### config.mk
export PLATFORM = sky130hd
export DESIGN_NAME = mem_access_ctrl
export DESIGN_NICKNAME = d
export VERILOG_FILES = /design/src/rtl/mem_access_ctrl.sv
export SDC_FILE = /design/constraint.sdc
export NUM_CORES = 1
export LEC_CHECK = 0
export BUFFER_PORTS_ARGS = -buffer_cell sky130_fd_sc_hd__buf_4
export CAP_MARGIN = 10
export CORE_MARGIN = 2
export CORE_UTILIZATION = 50
export CTS_BUF_LIST = sky130_fd_sc_hd__clkbuf_2
export CTS_CLUSTER_SIZE = 10
export DETAILED_ROUTE_END_ITERATION = 8
export PLACE_DENSITY = 0.89
export SYNTH_ARGS = -nofsm -noshare
export SYNTH_HDL_FRONTEND = slang
export SYNTH_SLANG_ARGS = --single-unit
### constraint.sdc
create_clock -name clk -period 2.55 [get_ports clk]
set_input_delay 0.1275 -clock clk [delete_from_list [all_inputs] [get_ports clk]]
set_output_delay 0.1275 -clock clk [all_outputs]
set_load 0.02 [all_outputs]
### src/rtl/mem_access_ctrl.sv
// MEM-stage load/store sequencer for a handshaked data memory: alignment checks,
// byte-lane steering, pipeline stall and raw read-word return for load extension.
module mem_access_ctrl #(
    parameter int TIMEOUT = 16
) (
    input  logic        clk,
    input  logic        reset,
    input  logic        req_valid,
    input  logic        req_we,
    input  logic [2:0]  req_sel,
    input  logic [31:0] req_addr,
    input  logic [31:0] req_wdata,
    output logic        stall,
    output logic        mem_req,
    output logic        mem_we,
    output logic [31:0] mem_addr,
    output logic [3:0]  mem_be,
    output logic [31:0] mem_wdata,
    input  logic        mem_ack,
    input  logic [31:0] mem_rdata,
    output logic        rsp_valid,
    output logic [31:0] rsp_rdata,
    output logic [2:0]  rsp_load_sel,
    output logic [31:0] rsp_addr,
    output logic        adel,
    output logic        ades,
    output logic        timeout
);

    localparam int CNT_W = $clog2(TIMEOUT);

    typedef enum logic [1:0] {IDLE, BUSY, DONE, ERR} state_t;

    state_t             state_q, state_d;
    logic [CNT_W-1:0]   cnt_q, cnt_d;
    logic               we_q, we_d;
    logic [31:0]        addr_q, addr_d;
    logic [3:0]         be_q, be_d;
    logic [31:0]        wdata_q, wdata_d;
    logic               rsp_valid_q, rsp_valid_d;
    logic [31:0]        rsp_rdata_q, rsp_rdata_d;
    logic [2:0]         rsp_load_sel_q, rsp_load_sel_d;
    logic [31:0]        rsp_addr_q, rsp_addr_d;
    logic [2:0]         sel_q, sel_d;
    logic               adel_q, adel_d;
    logic               ades_q, ades_d;
    logic               timeout_q, timeout_d;

    logic               is_half;
    logic               is_byte;
    logic               misaligned;

    function automatic logic [3:0] be_for(input logic we, input logic half, input logic byt,
                                          input logic [1:0] a);
        if (!we || (!half && !byt)) return 4'b1111;
        if (half)                   return a[1] ? 4'b1100 : 4'b0011;
        return 4'b0001 << a;
    endfunction

    function automatic logic [31:0] wdata_for(input logic half, input logic byt,
                                              input logic [31:0] w);
        if (half) return {2{w[15:0]}};
        if (byt)  return {4{w[7:0]}};
        return w;
    endfunction

    assign is_half    = (req_sel == 3'd1) || (req_sel == 3'd3) || (req_sel == 3'd5);
    assign is_byte    = (req_sel == 3'd2) || (req_sel == 3'd4);
    assign misaligned = is_half ? req_addr[0] : (is_byte ? 1'b0 : (req_addr[1:0] != 2'b00));

    always_comb begin
        state_d        = state_q;
        cnt_d          = cnt_q;
        we_d           = we_q;
        addr_d         = addr_q;
        be_d           = be_q;
        wdata_d        = wdata_q;
        sel_d          = sel_q;
        rsp_valid_d    = 1'b0;
        rsp_rdata_d    = rsp_rdata_q;
        rsp_load_sel_d = rsp_load_sel_q;
        rsp_addr_d     = rsp_addr_q;
        adel_d         = 1'b0;
        ades_d         = 1'b0;
        timeout_d      = 1'b0;
        case (state_q)
            IDLE: begin
                if (req_valid) begin
                    if (misaligned) begin
                        state_d = ERR;
                        adel_d  = !req_we;
                        ades_d  = req_we;
                    end else begin
                        state_d = BUSY;
                        cnt_d   = '0;
                        we_d    = req_we;
                        addr_d  = req_addr;
                        sel_d   = req_sel;
                        be_d    = be_for(req_we, is_half, is_byte, req_addr[1:0]);
                        wdata_d = wdata_for(is_half, is_byte, req_wdata);
                    end
                end
            end
            BUSY: begin
                if (mem_ack) begin
                    state_d = DONE;
                    if (!we_q) begin
                        rsp_valid_d    = 1'b1;
                        rsp_rdata_d    = mem_rdata;
                        rsp_load_sel_d = sel_q;
                        rsp_addr_d     = addr_q;
                    end
                end else if (cnt_q == CNT_W'(TIMEOUT - 1)) begin
                    state_d   = ERR;
                    timeout_d = 1'b1;
                end else begin
                    cnt_d = cnt_q + CNT_W'(1);
                end
            end
            // DONE ignores the request inputs: the pipeline still shows the finished instruction.
            default: state_d = IDLE;
        endcase
    end

    always_ff @(posedge clk or negedge reset) begin
        if (!reset) begin
            state_q        <= IDLE;
            cnt_q          <= '0;
            we_q           <= 1'b0;
            addr_q         <= '0;
            be_q           <= '0;
            wdata_q        <= '0;
            sel_q          <= '0;
            rsp_valid_q    <= 1'b0;
            rsp_rdata_q    <= '0;
            rsp_load_sel_q <= '0;
            rsp_addr_q     <= '0;
            adel_q         <= 1'b0;
            ades_q         <= 1'b0;
            timeout_q      <= 1'b0;
        end else begin
            state_q        <= state_d;
            cnt_q          <= cnt_d;
            we_q           <= we_d;
            addr_q         <= addr_d;
            be_q           <= be_d;
            wdata_q        <= wdata_d;
            sel_q          <= sel_d;
            rsp_valid_q    <= rsp_valid_d;
            rsp_rdata_q    <= rsp_rdata_d;
            rsp_load_sel_q <= rsp_load_sel_d;
            rsp_addr_q     <= rsp_addr_d;
            adel_q         <= adel_d;
            ades_q         <= ades_d;
            timeout_q      <= timeout_d;
        end
    end

    // Stall in IDLE is combinational so the request is frozen on the very cycle it appears.
    assign stall        = (state_q == BUSY) || ((state_q == IDLE) && req_valid && reset);
    assign mem_req      = (state_q == BUSY);
    assign mem_we       = mem_req && we_q;
    assign mem_addr     = {addr_q[31:2], 2'b00};
    assign mem_be       = be_q;
    assign mem_wdata    = wdata_q;
    assign rsp_valid    = rsp_valid_q;
    assign rsp_rdata    = rsp_rdata_q;
    assign rsp_load_sel = rsp_load_sel_q;
    assign rsp_addr     = rsp_addr_q;
    assign adel         = adel_q;
    assign ades         = ades_q;
    assign timeout      = timeout_q;

endmodule

# After elaboration in Yosys (flattened, before gate mapping)
# Cells that the tools add are included.
[totals]
ff_bits = 149
input_bits = 104
word_cells = 99
[op_classes]
n_mux = 50
reduce_logical = 19
add_sub_neg = 1
n_bitwise = 2
eq_ne = 12
n_shift = 1
[op_table]
columns = ["cell", "count"]
rows = [
  ["2-to-1 mux 32 bit", 4],
  ["2-to-1 mux 4 bit", 9],
  ["2-to-1 mux 1 bit", 31],
  ["2-to-1 mux 2 bit", 4],
  ["inequality test 2 bit (second input constant)", 4],
  ["one-hot mux 4 bit (2 select lines)", 1],
  ["== test 3 x 2 -> 1 bit (second input constant)", 2],
  ["== test 3 bit (second input constant)", 2],
  ["AND reduction 3 bit", 2],
  ["logical OR 1 bit", 5],
  ["AND reduction 5 bit", 1],
  ["adder 4 x 1 -> 4 bit (second input constant)", 1],
  ["== test 4 bit (second input constant)", 1],
  ["logical AND 1 bit", 4],
  ["one-hot mux 2 bit (2 select lines)", 1],
  ["nonzero test 2 bit", 2],
  ["<< shifter 1 x 2 -> 4 bit (first input constant)", 1],
  ["== test 3 x 1 -> 1 bit (second input constant)", 1],
  ["zero test 1 bit", 3],
  ["inequality test 3 x 1 -> 1 bit (second input constant)", 1],
  ["== test 2 x 1 -> 1 bit (second input constant)", 1],
  ["zero test 2 bit", 1],
  ["NOT 1 bit", 2],
  ["AND reduction 2 bit", 1],
]

# Longest topological paths before layout
[depth]
ltp_word = 16
depth_mapped = 7
depth_no_buf = 5

# Worst setup path after synthesis
# No wires, ideal clock.
[synth_path]
path_kind = "register to register"
from = "register cnt_q[0]"
to = "register cnt_q[2]"
required_ns = 2.422
period_less_slack_ns = 1.789
stages_incl_launch_ff = 6
setup_slack_ns = 0.761
setup_ns = 0.128
arrival_ns = 1.661
path_cell_list = "dfrtp_1 ha_1 and3_1 a221oi_1 a21boi_2 mux2_1"
[synth_via]
elab_chain_cells = 4
word_cells_on_any_way = 7
cone_classes = "1 x add/sub; 2 x eq/ne; 3 x mux; 1 x reduce/logical"
[synth_lines]
columns = ["element", "line", "rtl"]
rows = [
  ["start, declared", "35", "logic [CNT_W-1:0] cnt_q, cnt_d;"],
  ["start signal, assigned", "143", "cnt_q <= cnt_d;"],
  ["adder 4 x 1 -> 4 bit", "117", "cnt_d = cnt_q + CNT_W'(1);"],
  ["2-to-1 mux 4 bit", "113", "end else if (cnt_q == CNT_W'(TIMEOUT - 1)) begin"],
  ["2-to-1 mux 4 bit", "105", "if (mem_ack) begin"],
  ["one-hot mux 4 bit (2 select lines)", "86", "case (state_q)"],
]
# Parallel ways exist; a longest one is shown, timed or not. The select of a mux whose other input is x is not followed.
# A chain may end at the register's enable or synchronous reset.

# Worst setup path in the final report
[layout_path]
from = "register cnt_q[0]"
to = "register cnt_q[3]"
# Same word-level chain as after synthesis.

==> metrics.md <==
| Metric | Value |
|---|---|
| Vias | `~5000` |
| Post-synth EDFFs | `0` |
| Register area share after synthesis | `0.535` |
| CTS root buf | `clkbuf_2` |
| Crit Path Category | `flop to flop` |
| Number of global-route vias before repair | `5393` |
| Sum Neg Setup Slack | `0 ns` |
| Post-DR wirelength/cell | `roughly 20 um` |
| Hold Crit Class | `input port to asynchronous set/reset pin` |
| Gr ovfl total | `0` |
| Flop-to-flop setup slack | `0.49 ns` |
| Clk_lat worst skew | `0.74 ns` |
| Routability cong. | `0.851` |
| Die height | `between 100 and 150 um` |
| Starting DRT DRC Count | `386` |
| Core Area | `between 10000 and 15000 um2` |
| Final Skew | `approximately 0.052 ns` |
| CTS sink count | `around 150` |
| Fmax | `486 MHz` |
| Met1 WL | `7320 um` |
| Worst R2R Path Depth | `5` |
| Post-synthesis register bit count | `149` |
| Critical path arrival | `2.65 ns` |
| Row Count | `43` |
| Power density over cell area | `about 1200 nW/um2` |
| Syn_area_per_cell | `14.4 um2` |
| Final Max Slew Viols | `0` |
| WL met2 | `10200 um` |
| Drt first pass iters | `5` |
| Clock buffer depth | `2` |
| Most common cell after layout, fill and taps aside | `buf_4` |
| Post-Syn Area | `6960 um2` |
| Synth Instances | `482` |
| Primary FF master, synth | `dfrtp_1` |
| Worst Setup Start Kind | `flop` |
| Clock slew at reported path FFs | `0.26 ns` |
| Layout cell share with drive strength beyond 1 | `0.520` |
| H-tree Lvls | `4` |
| Top-area cell type share of the netlist area | `0.535` |
| All-Layer GR Usage | `0.261` |
| Final critical-path required period | `2.06 ns` |
| Most frequent cells in the layout | `buf_4 (245), dfrtp_1 (149), dlygate4sd3_1 (106)` |
| Layout area overhead | `43.3%` |
| Hpwl dp | `12200 um` |
| RSZ-0062 raised after global routing | `false` |
| Io pins | `about 250` |
| Leakage power | `4.86 nW` |
| Period utilisation layout | `0.807` |
| Ys async rst share | `1.00` |
| Final WL | `~19000 um` |
| Reg2Reg Capture Point | `cnt_q[3]$_DFFE_PN0P_` |
| Final core occ | `0.727` |
| Area leader, netlist | `dfrtp_1` |
| Nets | `between 900 and 1000` |
| WL met3 | `1500 um` |
| WP data required | `3.14 ns` |
| Top sig layer | `met4` |
| WHS | `0.0852 ns` |
| Worst slew margin | `0.312` |
| Ys Warns | `0` |
| ANT nets after route | `0` |
| Post-synth cell types | `35` |
| Critical Path Fanout Max | `4` |
| Die area | `14900 um2` |
| Initial antenna violation count | `0` |
| Avg Vias per Cell | `5.18` |
| Drt drc | `0` |
| Worst-Margin Slew | `1.03 ns` |
| Post-cts sizing count | `0` |
| Global-route wire length before repair | `approximately 30000 um` |
| Port Buffers | `243` |
| Initial cell density of the core | `0.508` |
| CTS buffer count | `17` |
| Outcome | `finished, final reports clean` |
| Fin. Hold Viols | `0` |
| TritonCTS clock tree | `yes` |
| Die width | `122 um` |
| Worst ir drop on vdd | `0.000633 V` |
| Antenna diodes | `0` |
| Synth top area cells | `dfrtp_1 (54%), mux2_4 (15%), mux2_2 (10%)` |
| Largest net degree at the start of global routing | `127` |
| R2r startpoint | `cnt_q[0]$_DFFE_PN0P_` |
| Max-Cap Viols | `0` |
| Finish-stage setup viols | `0` |
| Critical Path Sink Type | `flop` |
==> cells in the mapped netlist (5+ instances only) <==
cell      number
a21oi_1       10
buf_12         8
buf_2         11
buf_4         34
dfrtp_1      149
inv_1          5
mux2_1        23
mux2_2        64
mux2_4        70
nand2_1        6
nand2b_1      13
nor2_1         9
nor2b_1        9
nor3_1        25
nor4b_1        8
o21ai_0        9
==> power by group <==
part	total, mW	internal [mW]	switching (mW)
clock	1.51	0.575	0.937
sequential	4.34	3.50	0.840
combinational	5.85	3.02	2.84
==> worst max path at each step <==
stage	startpoint	endpoint	slack (ns)	depth (start not counted)
3_3_place_gp	req_sel[1]	mem_wdata[9]$_DFFE_PN0P_	0.62	5
5_1_grt	state_q[1]$_DFFE_PN0P_	mem_we	0.31	4
2_1_floorplan	cnt_q[0]$_DFFE_PN0P_	cnt_q[2]$_DFFE_PN0P_	0.76	5
4_1_cts	state_q[1]$_DFFE_PN0P_	mem_we	0.46	4
3_5_place_dp	cnt_q[0]$_DFFE_PN0P_	cnt_q[3]$_DFFE_PN0P_	0.54	5
6_report	cnt_q[0]$_DFFE_PN0P_	cnt_q[3]$_DFFE_PN0P_	0.49	5
==> state kept, by name, indices dropped and copies added (netlist names), 2 cells and up <==
register / cells
addr_q: 32
cnt_q: 4
mem_be: 4
mem_wdata: 32
rsp_addr: 32
rsp_load_sel: 3
rsp_rdata: 32
sel_q: 3
state_q: 2
==> logic make-up after synthesis <==
| family | after synthesis | synth area share |
|---|---|---|
| AO/OA/AOI/OAI | 27 | 0.0252 |
| XOR/XNOR | 2 | 0.00252 |
| adder cells (fa/ha/maj) | 1 | 0.00180 |
| buffers and inverters | 63 | 0.0729 |
| flip-flops | 149 | 0.535 |
| multiplexers | 158 | 0.293 |
| other | 1 | 0.000538 |
| AND/OR/NAND/NOR | 81 | 0.0686 |
==> metrics by stage <==
step	setup WS (ns)	instances	power, mW	area (um2)
2_1_floorplan	0.761	483	7.90	6970
3_3_place_gp	0.615	855	9.74	8640
3_5_place_dp	0.541	855	9.99	8640
4_1_cts	0.456	993	11.6	9980
5_1_grt	0.315	993	12.3	9980
6_report	0.491	993	11.7	9980
==> area by class of cell <==
cell class / count / area (um2)
Clock buffer: 17 / 85.1
Sequential cell: 149 / 3730
Tap cell: 180 / 225
Fill cell: 835 / 3740
Clock inverter: 15 / 191
Timing Repair Buffer: 356 / 2990
Multi-Input combinational cell: 271 / 2740
Inverter: 5 / 18.8
==> what timing repair did <==
| item | 4_1_cts | 5_1_grt |
|---|---|---|
| endpoints found under the hold margin | 260 | 0 |
| hold buffers | 106 | 0 |
| setup buffers | 0 | 0 |
==> metal layers <==
| metal | vias to the layer above | track usage |
|---|---|---|
| met3 | 33 | 0.0838 |
| met1 | 2560 | 0.297 |
| met4 | 0 | 0.0884 |
| li1 | 2303 | - |
| met2 | 251 | 0.464 |
| met5 | - | 0 |
==> critical path, stage by stage, from the launching register on <==
cell	delay (ns)
dfrtp_1	0.44
ha_1	0.23
and3_1	0.19
a221oi_1	0.38
a21boi_2	0.35
mux2_1	0.38
(Power assumes the default switching activity.)
